--- src/rtl/pipe_pkg.sv ---
// Shared constants for the fetch/decode front end: opcodes, the NOP word,
// hold lengths and the fetch-control state encoding.
package pipe_pkg;

  localparam logic [5:0] OP_RTYPE = 6'h00;
  localparam logic [5:0] OP_J     = 6'h02;
  localparam logic [5:0] OP_JAL   = 6'h03;
  localparam logic [5:0] OP_BEQ   = 6'h04;
  localparam logic [5:0] OP_BNE   = 6'h05;
  localparam logic [5:0] OP_LW    = 6'h23;
  localparam logic [5:0] FN_JR    = 6'h08;

  localparam logic [31:0] NOP_WORD = 32'h0000_0000;

  // Number of bubbles inserted behind each hazard class.
  localparam logic [1:0] HCNT_BRANCH = 2'd2;
  localparam logic [1:0] HCNT_SHORT  = 2'd1;

  typedef enum logic {
    ST_RUN  = 1'b0,
    ST_HOLD = 1'b1
  } state_e;

  function automatic logic [5:0] opcode_of(input logic [31:0] word);
    return word[31:26];
  endfunction

  function automatic logic [5:0] funct_of(input logic [31:0] word);
    return word[5:0];
  endfunction

endpackage

--- src/rtl/pipe_fetch_ctrl_if.sv ---
// Bundle between the instruction fetch path and the fetch controller:
// fetched word/PC+4 in, decoded flags and pipeline registers out.
interface pipe_fetch_if;

  logic [31:0] instr_IF;
  logic [31:0] PC_plus_four_IF;

  logic        BEQ_IF, BNE_IF, J_IF, JAL_IF, JR_IF, LW_IF;
  logic        BEQ_RF, BNE_RF, JR_RF;
  logic        BEQ_EX, BNE_EX;
  logic [31:0] IR_RF, IR_EX;
  logic [31:0] PC4_RF;
  logic [15:0] imm_EX;

  modport master (
    output instr_IF, PC_plus_four_IF,
    input  BEQ_IF, BNE_IF, J_IF, JAL_IF, JR_IF, LW_IF,
    input  BEQ_RF, BNE_RF, JR_RF, BEQ_EX, BNE_EX,
    input  IR_RF, IR_EX, PC4_RF, imm_EX
  );

  modport slave (
    input  instr_IF, PC_plus_four_IF,
    output BEQ_IF, BNE_IF, J_IF, JAL_IF, JR_IF, LW_IF,
    output BEQ_RF, BNE_RF, JR_RF, BEQ_EX, BNE_EX,
    output IR_RF, IR_EX, PC4_RF, imm_EX
  );

endinterface

--- src/rtl/pipe_if_decode.sv ---
// Combinational opcode/funct decode of one instruction word into the six
// control-flow / load flags used by the fetch controller.
module pipe_if_decode
  import pipe_pkg::*;
(
  input  logic [31:0] instr_i,
  output logic        beq_o,
  output logic        bne_o,
  output logic        j_o,
  output logic        jal_o,
  output logic        jr_o,
  output logic        lw_o
);

  logic [5:0] op;
  logic [5:0] fn;
  logic       unused_fields;

  assign op = opcode_of(instr_i);
  assign fn = funct_of(instr_i);
  assign unused_fields = ^instr_i[25:6];

  assign beq_o = (op == OP_BEQ);
  assign bne_o = (op == OP_BNE);
  assign j_o   = (op == OP_J);
  assign jal_o = (op == OP_JAL);
  assign jr_o  = (op == OP_RTYPE) && (fn == FN_JR);
  assign lw_o  = (op == OP_LW);

endmodule

--- src/rtl/pipe_fetch_ctrl.sv ---
// Fetch controller: captures IF into the RF/EX pipeline registers and inserts
// NOP bubbles behind branches (2) and JR/LW (1) while the fetch is held.
module pipe_fetch_ctrl
  import pipe_pkg::*;
(
  input  logic         clk,
  input  logic         reset,
  pipe_fetch_if.slave  bus
);

  state_e      state_q, state_d;
  logic [1:0]  hcnt_q, hcnt_d;
  logic [31:0] ir_rf_q, ir_rf_d;
  logic [31:0] pc4_rf_q, pc4_rf_d;
  logic        beq_rf_q, beq_rf_d;
  logic        bne_rf_q, bne_rf_d;
  logic        jr_rf_q, jr_rf_d;
  logic [31:0] ir_ex_q;
  logic        beq_ex_q, bne_ex_q;

  logic dec_beq, dec_bne, dec_j, dec_jal, dec_jr, dec_lw;
  logic run;

  pipe_if_decode u_if_decode (
    .instr_i (bus.instr_IF),
    .beq_o   (dec_beq),
    .bne_o   (dec_bne),
    .j_o     (dec_j),
    .jal_o   (dec_jal),
    .jr_o    (dec_jr),
    .lw_o    (dec_lw)
  );

  assign run = (state_q == ST_RUN);

  // The word re-presented during HOLD must not look like a live instruction.
  assign bus.BEQ_IF = dec_beq & run;
  assign bus.BNE_IF = dec_bne & run;
  assign bus.J_IF   = dec_j   & run;
  assign bus.JAL_IF = dec_jal & run;
  assign bus.JR_IF  = dec_jr  & run;
  assign bus.LW_IF  = dec_lw  & run;

  always_ff @(posedge clk or posedge reset) begin
    if (reset) begin
      state_q  <= ST_RUN;
      hcnt_q   <= 2'd0;
      ir_rf_q  <= NOP_WORD;
      pc4_rf_q <= 32'h0;
      beq_rf_q <= 1'b0;
      bne_rf_q <= 1'b0;
      jr_rf_q  <= 1'b0;
      ir_ex_q  <= NOP_WORD;
      beq_ex_q <= 1'b0;
      bne_ex_q <= 1'b0;
    end else begin
      state_q  <= state_d;
      hcnt_q   <= hcnt_d;
      ir_rf_q  <= ir_rf_d;
      pc4_rf_q <= pc4_rf_d;
      beq_rf_q <= beq_rf_d;
      bne_rf_q <= bne_rf_d;
      jr_rf_q  <= jr_rf_d;
      ir_ex_q  <= ir_rf_q;
      beq_ex_q <= beq_rf_q;
      bne_ex_q <= bne_rf_q;
    end
  end

  always_comb begin
    state_d  = state_q;
    hcnt_d   = hcnt_q;
    ir_rf_d  = NOP_WORD;
    pc4_rf_d = pc4_rf_q;
    beq_rf_d = 1'b0;
    bne_rf_d = 1'b0;
    jr_rf_d  = 1'b0;
    case (state_q)
      ST_RUN: begin
        ir_rf_d  = bus.instr_IF;
        pc4_rf_d = bus.PC_plus_four_IF;
        beq_rf_d = dec_beq;
        bne_rf_d = dec_bne;
        jr_rf_d  = dec_jr;
        if (dec_beq || dec_bne) begin
          state_d = ST_HOLD;
          hcnt_d  = HCNT_BRANCH;
        end else if (dec_jr || dec_lw) begin
          state_d = ST_HOLD;
          hcnt_d  = HCNT_SHORT;
        end
      end
      ST_HOLD: begin
        hcnt_d = hcnt_q - 2'd1;
        if (hcnt_q == 2'd1) begin
          state_d = ST_RUN;
        end
      end
      default: begin
        state_d = ST_RUN;
        hcnt_d  = 2'd0;
      end
    endcase
  end

  assign bus.BEQ_RF = beq_rf_q;
  assign bus.BNE_RF = bne_rf_q;
  assign bus.JR_RF  = jr_rf_q;
  assign bus.BEQ_EX = beq_ex_q;
  assign bus.BNE_EX = bne_ex_q;
  assign bus.IR_RF  = ir_rf_q;
  assign bus.IR_EX  = ir_ex_q;
  assign bus.PC4_RF = pc4_rf_q;
  assign bus.imm_EX = ir_ex_q[15:0];

endmodule

--- src/flat_wrapper.sv ---
// flat-port wrapper written by rule: the top's interface ports become plain ports
module pipe_fetch_ctrl_flat import pipe_pkg::*;
  (clk, reset, bus_instr_IF, bus_PC_plus_four_IF, bus_BEQ_IF, bus_BNE_IF, bus_J_IF, bus_JAL_IF, bus_JR_IF, bus_LW_IF, bus_BEQ_RF, bus_BNE_RF, bus_JR_RF, bus_BEQ_EX, bus_BNE_EX, bus_IR_RF, bus_IR_EX, bus_PC4_RF, bus_imm_EX);
  pipe_fetch_if bus_i ();
  input  logic clk;
  input  logic reset;
  input wire logic [$bits(bus_i.instr_IF)-1:0] bus_instr_IF;
  input wire logic [$bits(bus_i.PC_plus_four_IF)-1:0] bus_PC_plus_four_IF;
  output wire logic [$bits(bus_i.BEQ_IF)-1:0] bus_BEQ_IF;
  output wire logic [$bits(bus_i.BNE_IF)-1:0] bus_BNE_IF;
  output wire logic [$bits(bus_i.J_IF)-1:0] bus_J_IF;
  output wire logic [$bits(bus_i.JAL_IF)-1:0] bus_JAL_IF;
  output wire logic [$bits(bus_i.JR_IF)-1:0] bus_JR_IF;
  output wire logic [$bits(bus_i.LW_IF)-1:0] bus_LW_IF;
  output wire logic [$bits(bus_i.BEQ_RF)-1:0] bus_BEQ_RF;
  output wire logic [$bits(bus_i.BNE_RF)-1:0] bus_BNE_RF;
  output wire logic [$bits(bus_i.JR_RF)-1:0] bus_JR_RF;
  output wire logic [$bits(bus_i.BEQ_EX)-1:0] bus_BEQ_EX;
  output wire logic [$bits(bus_i.BNE_EX)-1:0] bus_BNE_EX;
  output wire logic [$bits(bus_i.IR_RF)-1:0] bus_IR_RF;
  output wire logic [$bits(bus_i.IR_EX)-1:0] bus_IR_EX;
  output wire logic [$bits(bus_i.PC4_RF)-1:0] bus_PC4_RF;
  output wire logic [$bits(bus_i.imm_EX)-1:0] bus_imm_EX;
  assign bus_i.instr_IF = bus_instr_IF;
  assign bus_i.PC_plus_four_IF = bus_PC_plus_four_IF;
  assign bus_BEQ_IF = bus_i.BEQ_IF;
  assign bus_BNE_IF = bus_i.BNE_IF;
  assign bus_J_IF = bus_i.J_IF;
  assign bus_JAL_IF = bus_i.JAL_IF;
  assign bus_JR_IF = bus_i.JR_IF;
  assign bus_LW_IF = bus_i.LW_IF;
  assign bus_BEQ_RF = bus_i.BEQ_RF;
  assign bus_BNE_RF = bus_i.BNE_RF;
  assign bus_JR_RF = bus_i.JR_RF;
  assign bus_BEQ_EX = bus_i.BEQ_EX;
  assign bus_BNE_EX = bus_i.BNE_EX;
  assign bus_IR_RF = bus_i.IR_RF;
  assign bus_IR_EX = bus_i.IR_EX;
  assign bus_PC4_RF = bus_i.PC4_RF;
  assign bus_imm_EX = bus_i.imm_EX;
  pipe_fetch_ctrl u_core (.clk(clk), .reset(reset), .bus(bus_i));
endmodule
--- config.mk ---
export PLATFORM = sky130hd
export DESIGN_NAME = pipe_fetch_ctrl_flat
export DESIGN_NICKNAME = d
export VERILOG_FILES = /design/src/rtl/pipe_pkg.sv /design/src/rtl/pipe_fetch_ctrl_if.sv /design/src/rtl/pipe_if_decode.sv /design/src/rtl/pipe_fetch_ctrl.sv /design/src/flat_wrapper.sv
export SDC_FILE = /design/constraint.sdc
export NUM_CORES = 1
export LEC_CHECK = 0
export ABC_AREA = 1
export ABC_CLOCK_PERIOD_IN_PS = 3500
export BUFFER_PORTS_ARGS = -buffer_cell sky130_fd_sc_hd__buf_4
export CAP_MARGIN = 10
export CORE_MARGIN = 5
export CORE_UTILIZATION = 32
export DETAILED_ROUTE_END_ITERATION = 8
export PLACE_DENSITY = 0.57
export SLEW_MARGIN = 20
export SYNTH_ARGS = -nofsm -noshare
export SYNTH_HDL_FRONTEND = slang
export SYNTH_HIERARCHICAL = 1
export SYNTH_SLANG_ARGS = --single-unit
--- constraint.sdc ---
create_clock -name clk -period 3.5 [get_ports clk]
set_input_delay 0.35 -clock clk [delete_from_list [all_inputs] [get_ports clk]]
set_output_delay 0.35 -clock clk [all_outputs]
set_load 0.02 [all_outputs]
# Yosys cells after proc, flatten, opt, wreduce, memory -nomap -nowiden
# Cells that the tools add are included.
[word_totals] output_inout_bits=123 rom_bits=0 regBits=104 latch_bits=0 ramBits=0 input_bits=66 memories=0
[classes] shifts=0 eq_ne=8 n_bitwise=7 magnitude_cmp=0 n_reduce_logical=4 n_mul=0 n_div=0 add_sub_neg=1 muxes=11
[op_table] operator="$mux W32" n=1
[op_table] operator="$eq A6 B2 Y1 const B" n=2
[op_table] operator="$eq A6 B3 Y1 const B" n=2
[op_table] operator="$and A1 B1 Y1" n=6
[op_table] operator="$eq A6 B4 Y1 const B" n=1
[op_table] operator="$eq A6 B6 Y1 const B" n=1
[op_table] operator="$logic_not A6 Y1" n=1
[op_table] operator="$mux W1" n=6
[op_table] operator="$mux W2" n=2
[op_table] operator="$pmux W2 S2" n=1
[op_table] operator="$ne A3 B3 Y1 const B" n=1
[op_table] operator="$eq A2 B1 Y1 const B" n=1
[op_table] operator="$logic_or A1 B1 Y1" n=2
[op_table] operator="$pmux W1 S2" n=1
[op_table] operator="$sub A2 B1 Y2 const B" n=1
[op_table] operator="$logic_and A1 B1 Y1" n=1
[op_table] operator="$not A1 Y1" n=1

# Longest topological paths before layout
# Gate-level depths: netlist of run 1.
[depth] ltp_word=6 depth_mapped=9

# Hierarchy
# Netlist of run 1, hierarchy kept.
[by_module_without_submodules] mod="pipe_fetch_ctrl" n_inst=1 cells_per_inst=321 area_each_um2=3528.4
[by_module_without_submodules] mod="pipe_if_decode" n_inst=1 cells_per_inst=25 area_each_um2=105.1

# Least setup slack after synthesis of run 1
# Ideal clock, no wire load.
[synth_path] path_type="input-to-output" start="in bus_instr_IF[30]" end="out bus_JR_IF" t_arrival_ns=1.053 path_slack_ns=2.097 t_required_ns=3.150 n_path_buf=0 stages=7 path_cell_list="inv_2 nand2_2 nor2_2 nand2_1 nor2_1 inv_1 nor2_1"
[synth_via] elab_chain_len=3
[synth_rtl] item="start, declared" line_no="flat_wrapper.sv:7" rtl="input wire logic [$bits(bus_i.instr_IF)-1:0] bus_instr_IF;"
[synth_rtl] item="$logic_not A6 Y1" line_no="pipe_if_decode.sv:27" rtl="assign jr_o = (op == OP_RTYPE) && (fn == FN_JR);"
[synth_rtl] item="$logic_and A1 B1 Y1" line_no="pipe_if_decode.sv:27"
[synth_rtl] item="via u_core.dec_jr" line_no="pipe_fetch_ctrl.sv:21" rtl="logic dec_beq, dec_bne, dec_j, dec_jal, dec_jr, dec_lw;"
[synth_rtl] item="$and A1 B1 Y1" line_no="pipe_fetch_ctrl.sv:41" rtl="assign bus.JR_IF = dec_jr & run;"
[synth_rtl] item="end, declared" line_no="flat_wrapper.sv:13" rtl="output wire logic [$bits(bus_i.JR_IF)-1:0] bus_JR_IF;"
# The timed path passes the listed nets, and every way through them passes these cells.

# Worst setup path in the final report of run 1
[layout_path] start="reg u_core.state_q" end="out bus_JR_IF"
[layout_via] elab_chain_len=2
[layout_rtl] item="start, declared" line_no="pipe_fetch_ctrl.sv:11" rtl="state_e state_q, state_d;"
[layout_rtl] item="start signal, assigned" line_no="pipe_fetch_ctrl.sv:57" rtl="state_q <= state_d;"
[layout_rtl] item="$not A1 Y1" line_no="pipe_fetch_ctrl.sv:34" rtl="assign run = (state_q == ST_RUN);"
[layout_rtl] item="$and A1 B1 Y1" line_no="pipe_fetch_ctrl.sv:41"
# No other way between the ends.

==> impl_results.md, run 1 <==
* Post-CTS sizing at 0
* Part of the Yosys area used for sequential elements at 0.7163
* Share of the synthesized area in the top cell type at 0.7163
* Syn. warnings at 6
* Largest net degree at the start of global routing at 53
* Synth top area cells: dfrtp_1 (72%), nand2_1 (11%), nor2_1 (5.4%)
* Max_slew headroom at 0.6110
* Mapped Nets at about 410
* ANT cells at 0
* RSZ-0062 raised after global routing: no
* Setup Buffers After CTS at 0
* Fillers at 1080
* IO Pins at about 190
* Synth area leader: dfrtp_1
* Via-per-instance ratio at ~4
* Period utilization at 0.6003
* Dpl hpwl at around 6.9 mm
* Cell count after placement at 652
* Post-synth EDFFs at 0
* Max-Cap Viols at 0
* Clock Tree Buf Depth at 2
* CP top delay family: buffers and inverters
* Min Hold Slack at between 0.002 and 0.0025 ns
* Initial Util at 0.3223
* All-Layer GR Usage at 0.1287
* Worst-path cell chain: buf_4 -> nor2_1 -> buf_4
* WL/cell at around 13 µm
* GRT overflow at 0
* Worst path bufs/invs at 2
* First-pass GRT wire length at about 14 mm
* HP Class: in -> async
* Top_reg_cell synth: dfrtp_1
* Slowest Stage Delay on Critical Path at a little under 0.6 ns
* Critical-path top delay cell: dfrtp_2
* CP Max Fanout at 52
* Leak at roughly 3.0 nW
* Num CTS Buffers at 9
* Layout cells sized above 1 at 0.4095
* Antenna Violating Nets Remaining at 0
* Netlist cell types at 15
* H-tree lvl count at 3
* Via count at between 2000 and 3000
* Area Overhead vs Synth at 46.94%
* Die height at approximately 120 µm
* Avg Inst Size Synth at about 11 µm²
* WP data required at roughly 3.2 ns
* Final Skew at 0.007365 ns
* FFs w/ async S/R, synth at 1.000
* Worst slew pin tran at between 0.5 and 0.6 ns
* CTS sink count at between 100 and 150
* Final Hold Fails at 0
* Cell mode on critical path: buf_4
* Worst-skew pair later-pin latency at ~0.33 ns
* Fin area at 0.005339 mm²
* DIE WIDTH at around 120 µm
* Crit. Startpoint: u_core/state_q
* Reg-to-reg startpoint: u_core/state_q
* Crit path kind: reg -> out
* Root Driver: clkbuf_16
* Non-Filler Instances at 668
* Setup crit end kind: output pin
* CP startpoint kind: flip-flop
* Min Tclk post-route at ~2.1 ns
* Worst EP arrival at between 1.5 and 2 ns
* Drt pass-1 iters at 4
* Final wirelength at roughly 8.9 mm
* Outcome: finished clean
* Cell Area, Placed at 0.005051 mm²
* Row cnt at 39
* FF+latch count, synth at 104
* Most numerous cell in the Yosys netlist: nand2_1
* Mapped Cells at 346
* Synth cell count leaders: nand2_1 (106), dfrtp_1 (104), nor2_1 (52)
* Die area at ~0.014 mm²
* Port bufs at between 150 and 200
* Drc violations at 0
* Initial DRC Count at approximately 120
* TritonCTS clock tree: done
* Power per Cell Area at around 840 mW/mm²
* Final setup fails at 0
* Setup TNS at 0 ns
* Nets@finish at 587
* Core area at approximately 0.011 mm²
* Vias in the first global route at around 2800
* Post-synthesis cell area at between 0.003 and 0.004 mm²
* Clock slew at reported path FFs at ~0.070 ns
* Maximum VDD drop at ~0.37 mV
* Pins Over Slew Limit at 0
* Initial antenna violation count at 0
* Fmax at 475.9 MHz
* RePlAce Congestion at roughly 0.74
* CTS Hold Bufs at 0
-- kinds of logic after synthesis --
family / synth area share
flops: 0.7163
buf+inv: 0.1012
compound gates: 0.004822
fa+ha+maj: 0.003443
simple gates: 0.1742
-- final cells by class --
class,count,area (µm²),share of cell area
flip-flops and latches,104,2604,0.4877
repair buffers,191,1434,0.2686
multi-input cells,169,663.1,0.1242
clock buffers,9,225.2,0.04218
well taps,143,178.9,0.03351
inverters,45,171.4,0.03211
clock inverters,7,62.56,0.01172
-- report_power, final --
group,leakage (nW),internal (W),switching (W)
Sequential,1.26,0.00158,0.000229
Combinational,1.58,0.000682,0.00103
Clock,0.145,0.000501,0.000457
-- placed cells by master, fill, tap and decap left out, drive strengths merged --
cell      n
o21bai    1
buf     191
o21ai     2
dfrtp   104
clkbuf    9
inv      50
nand2   107
nand3     3
nor2     54
ha        1
nand4     1
clkinv    2
-- final timing paths --
| path | to | slack [ns] | cells past startpoint |
|---|---|---|---|
| max in group asynchronous | u_core/bus.PC4_RF[4] | 2.66 | 3 |
| setup reg to reg | u_core/hcnt_q[1] | 2.04 | 4 |
| setup / recovery | bus_JR_IF | 1.40 | 3 |
| min in group clk | u_core/bus.PC4_RF[13] | 0.21 | 3 |
| hold / removal | u_core/bus.IR_EX[10] | 0.002 | 2 |
| hold reg to reg | u_core/bus.IR_EX[23] | 0.38 | 0 |
-- through the flow --
| step | power, W | setup slack [ns] | utilization |
|---|---|---|---|
| floorplan | 0.002807 | 0.4178 | - |
| global placement | 0.003558 | 1.734 | 0.4481 |
| detailed placement | 0.003591 | 1.687 | 0.4481 |
| CTS | 0.004566 | 1.319 | 0.4736 |
| global route | 0.004774 | 1.217 | 0.4736 |
| finish | 0.004480 | 1.399 | 0.4736 |
-- layer usage --
metal  vias up  track usage  routed length, µm
li1       1342            -                  -
met5         -            0                  0
met2       104       0.2223               4500
met4         0      0.02752                 77
met3         7      0.04145                837
met1      1267       0.1585               3506
-- worst reg2reg max path, delay by kind of cell, from the launching register on --
kind	cells	cell delay, ns
compound gates	1	0.10
flops	1	0.54
buf+inv	1	0.50
simple gates	2	0.22
-- sequential cells by signal, summed over array words and instances, names as in the netlist --
signal             count
u_core/bus.PC4_RF     32
u_core/bus.BEQ_RF      1
u_core/state_q         1
u_core/bus.BNE_RF      1
u_core/bus.BNE_EX      1
u_core/bus.IR_EX      32
u_core/bus.JR_RF       1
u_core/bus.IR_RF      32
u_core/bus.BEQ_EX      1
u_core/hcnt_q          2
No activity file was read; power rests on OpenSTA's default activity.
==> inputs of run 2 (changes only) <==
ABC_CLOCK_PERIOD_IN_PS = 2100   (was 3500)
clock period = 2.1 ns   (was 3.5 ns; I/O delays follow)
==> run 2 against run 1 <==
  * Register-to-register slack got worse by 1.2 ns
  * Non-clock buffer count increased by 3
  * Sequential power increased by 64%
  * Via count increased by 2.3%
  * Setup slack got worse by 0.84 ns
  * Sequential share of layout area decreased by 0.25 points
  * Combinational power increased by 71%
  * Flip-flop and latch count unchanged
  * Critical endpoint is now bus_BEQ_IF
  * Largest power group unchanged
  * Highest routed layer unchanged
==> impl_results.md, run 2 (synthesis gave the netlist of run 1 again) <==
* Outcome: finished clean (unchanged)
* Antenna Violating Nets Remaining at 0 (unchanged)
* Final wirelength at 9.069 mm (was 8.922 mm)
* Crit path kind: reg -> out (unchanged)
* Max-Cap Viols at 0 (unchanged)
* Leading cell type in the layout, fill and taps excluded: buf_4 (unchanged)
* Die height at 116.6 µm (unchanged)
* CP Max Fanout at 33 (was 52)
* Root Driver: clkbuf_16 (unchanged)
* HP Class: in -> reg (was in -> async)
* Multi-input logic area at 663.1 µm² (unchanged)
* Area Overhead vs Synth at 47.69% (was 46.94%)
* Nets@finish at 590 (was 587)
* Port bufs at 188 (unchanged)
* GRT overflow at 0 (unchanged)
* Vias in the first global route at 2761 (was 2784)
* Setup slack after layout at 0.5540 ns (was 1.399 ns)
* Seq. cell area at 0.002604 mm² (unchanged)
* Via-per-instance ratio at 4.148 (was 4.072)
* Worst slew pin tran at 0.6000 ns (was 0.5826 ns)
* Via count at 2783 (was 2720)
* IO Pins at 189 (unchanged)
* Setup TNS at 0 ns (unchanged)
* Final Hold Fails at 0 (unchanged)
* Pre-CTS setup slack at 0.8006 ns (was 1.687 ns)
* Clock slew at reported path FFs at 0.07 ns (about the same)
* Leak at 2.989 nW (was 2.983 nW)
* Final setup fails at 0 (unchanged)
* Most frequent cells in the layout: buf_4 (193), nand2_1 (106), dfrtp_1 (103), nor2_1 (52), inv_1 (41) (was buf_4 (191), nand2_1 (106), dfrtp_1 (103), nor2_1 (52), inv_1 (41))
* Min Tclk post-route at roughly 1.5 ns
* Core area at 0.01127 mm² (unchanged)
* Row cnt at 39 (unchanged)
* Fmax at between 600 and 700 MHz
* CTS sink count at 104 (unchanged)
* Maximum VDD drop at 0.6208 mV (was 0.3716 mV)
* Setup crit end kind: output pin (unchanged)
* RSZ-0062 raised after global routing: no (unchanged)
* TritonCTS clock tree: done (unchanged)
* Overall power at 0.007490 W (was 0.004480 W)
* ANT cells at 0 (unchanged)
* Fillers at 1096 (was 1080)
* Drc violations at 0 (unchanged)
* Initial DRC Count at 131 (was 119)
* H-tree lvl count at 3 (unchanged)
* Final Skew at 0.006488 ns (was 0.007365 ns)
* Dpl hpwl at 6.896 mm (was 6.880 mm)
* Period utilization at 0.7362
* All-Layer GR Usage at 0.1305 (was 0.1287)
* Initial antenna violation count at 0 (unchanged)
* Max_slew headroom at 0.5994 (was 0.6110)
* CP startpoint kind: flip-flop (unchanged)
* Die area at 0.01359 mm² (unchanged)
* Pins Over Slew Limit at 0 (unchanged)
* RePlAce Congestion at 0.7928 (was 0.7362)
* WL/cell at 13.52 µm (was 13.36 µm)
* DIE WIDTH at 116.6 µm (unchanged)
* Worst-skew pair later-pin latency at 0.33 ns (about the same)
* Layout cells sized above 1 at 0.4110 (was 0.4095)
* Largest net degree at the start of global routing at 39 (was 53)
* Power per Cell Area at 1396 mW/mm² (was 839.1 mW/mm²)
* Drt pass-1 iters at 4 (unchanged)
* Initial Util at 0.3223 (unchanged)
* Worst EP arrival at 1.34 ns (was 1.75 ns)
* First-pass GRT wire length at 13.75 mm (was 13.61 mm)
* Clock Tree Buf Depth at 2 (unchanged)
* Num CTS Buffers at 9 (unchanged)
* WP data required at 1.89 ns (was 3.15 ns)
==> run 2: report_power, final <==
part / internal [W] / leakage [nW] / total [W] / switching, W
clock network: 0.000854 / 0.141 / 0.00160 / 0.000744
logic: 0.00115 / 1.59 / 0.00292 / 0.00177
registers: 0.00264 / 1.26 / 0.00297 / 0.000338
total: 0.00464 / 2.99 / 0.00749 / 0.00285
==> run 2: final cells by class <==
class | instances | share of cell area
Clock buffer | 10 | 0.04453
Multi-Input combinational cell | 169 | 0.1236
Clock inverter | 6 | 0.009326
Inverter | 45 | 0.03218
Sequential cell | 104 | 0.4852
Timing Repair Buffer | 194 | 0.2719
Tap cell | 143 | 0.03334
==> run 2: what timing repair did <==
action | CTS | global route
hold buffers | 1 | 0
hold endpoints to repair | 7 | 0
buffers inserted | 0 | 0
resized for setup | 0 | 0
==> run 2: worst paths after layout <==
path	startpoint	endpoint	slack, ns	depth (start not counted)
hold reg to reg	u_core/bus.IR_RF[14]	u_core/bus.IR_EX[14]	0.38	0
min in group asynchronous	reset	u_core/bus.IR_EX[30]	0.36	3
setup reg to reg	u_core/state_q	u_core/hcnt_q[1]	0.82	4
hold / removal	bus_PC_plus_four_IF[10]	u_core/bus.PC4_RF[10]	0.07	3
setup / recovery	u_core/state_q	bus_BEQ_IF	0.55	3
max in group asynchronous	reset	u_core/bus.IR_EX[2]	1.02	4
==> run 2: per-stage QoR <==
| stage | util | std cells | area [µm²] | hold WS (ns) |
|---|---|---|---|---|
| after floorplan | - | 346 | 3637 | 0.3110 |
| after global placement | 0.4496 | 654 | 5067 | 0.1498 |
| after detailed placement | 0.4496 | 654 | 5067 | 0.1546 |
| after CTS | 0.4761 | 671 | 5366 | 0.05393 |
| after global routing | 0.4761 | 671 | 5366 | 0.06502 |
| final | 0.4761 | 671 | 5366 | 0.06856 |
==> run 2: layer usage <==
| layer | vias to the layer above | part of all wire | GRT usage |
|---|---|---|---|
| met5 | - | 0 | 0 |
| met4 | 0 | 0.021 | 0.05581 |
| met3 | 16 | 0.091 | 0.03212 |
| met2 | 115 | 0.48 | 0.2090 |
| met1 | 1305 | 0.40 | 0.1694 |
| li1 | 1347 | - | - |
==> run 2: critical path, stage by stage, from the launching register on <==
cell	delay (ns)
dfrtp_2	0.41
buf_4	0.25
nor2_1	0.17
buf_4	0.16
==> inputs of run 3 (changes only) <==
ABC_CLOCK_PERIOD_IN_PS = 1500   (was 2100)
clock period = 1.5 ns   (was 2.1 ns; I/O delays follow)
==> run 3 against run 2 <==
  * Non-clock buffer count increased by 16
  * Flip-flop and latch count unchanged
  * Via count about the same
  * Final area increased by 3.1%
  * Count of clock-buffer cells in the layout increased by 1
  * Largest power group unchanged
==> impl_results.md, run 3 (synthesis gave the netlist of run 1 again) <==
* CP Max Fanout at 12 (was 33)
* DIE WIDTH at 116.6 µm (unchanged)
* Seq. cell area at 0.002606 mm² (was 0.002604 mm²)
* Leading cell type in the layout, fill and taps excluded: buf_4 (unchanged)
* Worst EP arrival at 1.28 ns (was 1.34 ns)
* Initial antenna violation count at 0 (unchanged)
* Worst-path cell chain: nor2_1 -> buf_4 (was buf_4 -> nor2_1 -> buf_4)
* Slowest Stage Delay on Critical Path at 0.55 ns (was 0.41 ns)
* NetSw at 0.003947 W (was 0.002850 W)
* Core area at 0.01127 mm² (unchanged)
* Comb pwr share at 0.397 (was 0.389)
* Row cnt at 39 (unchanged)
* HP Class: in -> reg (unchanged)
* Via count at 2785 (was 2783)
* IO Pins at 189 (unchanged)
* Cell count after placement at 655 (was 654)
* Internal power at 0.006529 W (was 0.004640 W)
* GRT overflow at 0 (unchanged)
* Setup crit end kind: output pin (unchanged)
* Dpl hpwl at 6.757 mm (was 6.896 mm)
* Final Skew at 0.008139 ns (was 0.006488 ns)
* Root Driver: clkbuf_16 (unchanged)
* Via-per-instance ratio at 4.060 (was 4.148)
* All-Layer GR Usage at 0.1304 (was 0.1305)
* Largest net degree at the start of global routing at 48 (was 39)
* Initial DRC Count at 122 (was 131)
* CP top delay family: flip-flops (was buffers and inverters)
* Die area at 0.01359 mm² (unchanged)
* WL/cell at 13.23 µm (was 13.52 µm)
* Cell Area, Placed at 0.005112 mm² (was 0.005067 mm²)
* Relative contribution of sequential cells to total power at 0.402 (was 0.397)
* Num CTS Buffers at 9 (unchanged)
* Critical-path top delay cell: dfrtp_4 (was dfrtp_2)
* Worst-skew pair later-pin latency at 0.33 ns (about the same)
* RePlAce Congestion at 0.7290 (was 0.7928)
* TritonCTS clock tree: done (unchanged)
* Antenna Violating Nets Remaining at 0 (unchanged)
* Vias in the first global route at 2811 (was 2761)
* Worst path bufs/invs at 1 (was 2)
* Worst slew pin tran at 0.3892 ns (was 0.6000 ns)
* Port bufs at 188 (unchanged)
* Fmax at roughly 700 MHz
* Setup TNS at 0 ns (unchanged)
* Pins Over Slew Limit at 0 (unchanged)
* Period utilization at 0.9546
* Fillers at 1060 (was 1096)
* Clock Tree Buf Depth at 2 (unchanged)
* Power per Cell Area at 1892 mW/mm² (was 1396 mW/mm²)
* Net Sw Frac at 0.3767 (was 0.3805)
* H-tree lvl count at 3 (unchanged)
* Fin area at 0.005535 mm² (was 0.005366 mm²)
* Crit path kind: reg -> out (unchanged)
* Final setup fails at 0 (unchanged)
* Outcome: finished clean (unchanged)
* ANT cells at 0 (unchanged)
* Min Tclk post-route at about 1.4 ns
* WP data required at 1.35 ns (was 1.89 ns)
* Final wirelength at 9.073 mm (was 9.069 mm)
* Max-Cap Viols at 0 (unchanged)
* RSZ-0062 raised after global routing: no (unchanged)
* Nets@finish at 606 (was 590)
* CTS sink count at 104 (unchanged)
* Fin util at 0.4911 (was 0.4761)
* Non-Filler Instances at 686 (was 671)
* Maximum VDD drop at 1.100 mV (was 0.6208 mV)
* Clock slew at reported path FFs at 0.07 ns (about the same)
* Drc violations at 0 (unchanged)
* Area Overhead vs Synth at 52.34% (was 47.69%)
* CP startpoint kind: flip-flop (unchanged)
* First-pass GRT wire length at 13.94 mm (was 13.75 mm)
* Leak at 3.057 nW (was 2.989 nW)
* Most frequent cells in the layout: buf_4 (192), nand2_1 (106), dfrtp_1 (103), nor2_1 (52), inv_1 (41) (was buf_4 (193), nand2_1 (106), dfrtp_1 (103), nor2_1 (52), inv_1 (41))
* Layout cells sized above 1 at 0.3978 (was 0.4110)
* Max_slew headroom at 0.7400 (was 0.5994)
* Initial Util at 0.3223 (unchanged)
* Final Hold Fails at 0 (unchanged)
* Multi-input logic area at 663.1 µm² (unchanged)
* Die height at 116.6 µm (unchanged)
* Drt pass-1 iters at 4 (unchanged)
* Clk pwr share at 0.201 (was 0.213)
-- run 3: cell type report --
| cell class | instances | share of cell area |
|---|---|---|
| Timing Repair Buffer | 210 | 0.2984 |
| Multi-Input combinational cell | 169 | 0.1198 |
| Inverter | 45 | 0.03119 |
| Clock inverter | 4 | 0.005425 |
| Clock buffer | 11 | 0.04204 |
| Sequential cell | 104 | 0.4708 |
| Tap cell | 143 | 0.03232 |
-- run 3: worst reg2reg max path: stages, from the launching register on --
cell and delay [ns]:
dfrtp_4 0.51, buf_4 0.34, nand2_1 0.13, nand2_1 0.08
-- run 3: layer usage --
layer	vias up	track usage	part of all wire
li1	1375	-	-
met1	1301	0.1632	0.40
met2	100	0.2208	0.50
met3	9	0.03057	0.088
met4	0	0.04817	0.011
met5	-	0	0
-- run 3: final timing paths --
check,startpoint,to,slack (ns),cells past startpoint
worst max-delay path,u_core/state_q,bus_BNE_IF,0.07,2
min in group asynchronous,reset,u_core/bus.IR_RF[9],0.37,3
worst min-delay path,bus_PC_plus_four_IF[18],u_core/bus.PC4_RF[18],0.02,3
max in group asynchronous,reset,u_core/state_q,0.55,4
worst min register to register,u_core/bus.IR_RF[28],u_core/bus.IR_EX[28],0.37,0
worst max register to register,u_core/state_q,u_core/bus.PC4_RF[20],0.38,3
-- run 3: power groups by stage --
stage | clock network [W] | logic, W | registers, W
2_1_floorplan | 0 | 0.00133 | 0.00522
3_3_place_gp | 0 | 0.00411 | 0.00426
3_5_place_dp | 0 | 0.00416 | 0.00429
4_1_cts | 0.00219 | 0.00418 | 0.00426
5_1_grt | 0.00230 | 0.00452 | 0.00435
6_report | 0.00211 | 0.00416 | 0.00421
-- run 3: what timing repair did --
action / in CTS / in global routing
setup endpoints to repair: 0 / 2
buffers inserted: 0 / 1
resized for setup: 0 / 1
hold buffers: 15 / 0
endpoints found under the hold margin: 27 / 0
-- run 3: metrics by stage --
stage                     total power, W  hold WS [ns]  worst slack [ns]
after floorplan                 0.006550        0.2510            0.1044
after global placement          0.008376        0.1715            0.2998
after detailed placement        0.008444        0.1659            0.2389
after CTS                        0.01063    0.00005171           0.01776
after global routing             0.01116       0.01773           0.03810
final                            0.01048       0.01536           0.06804
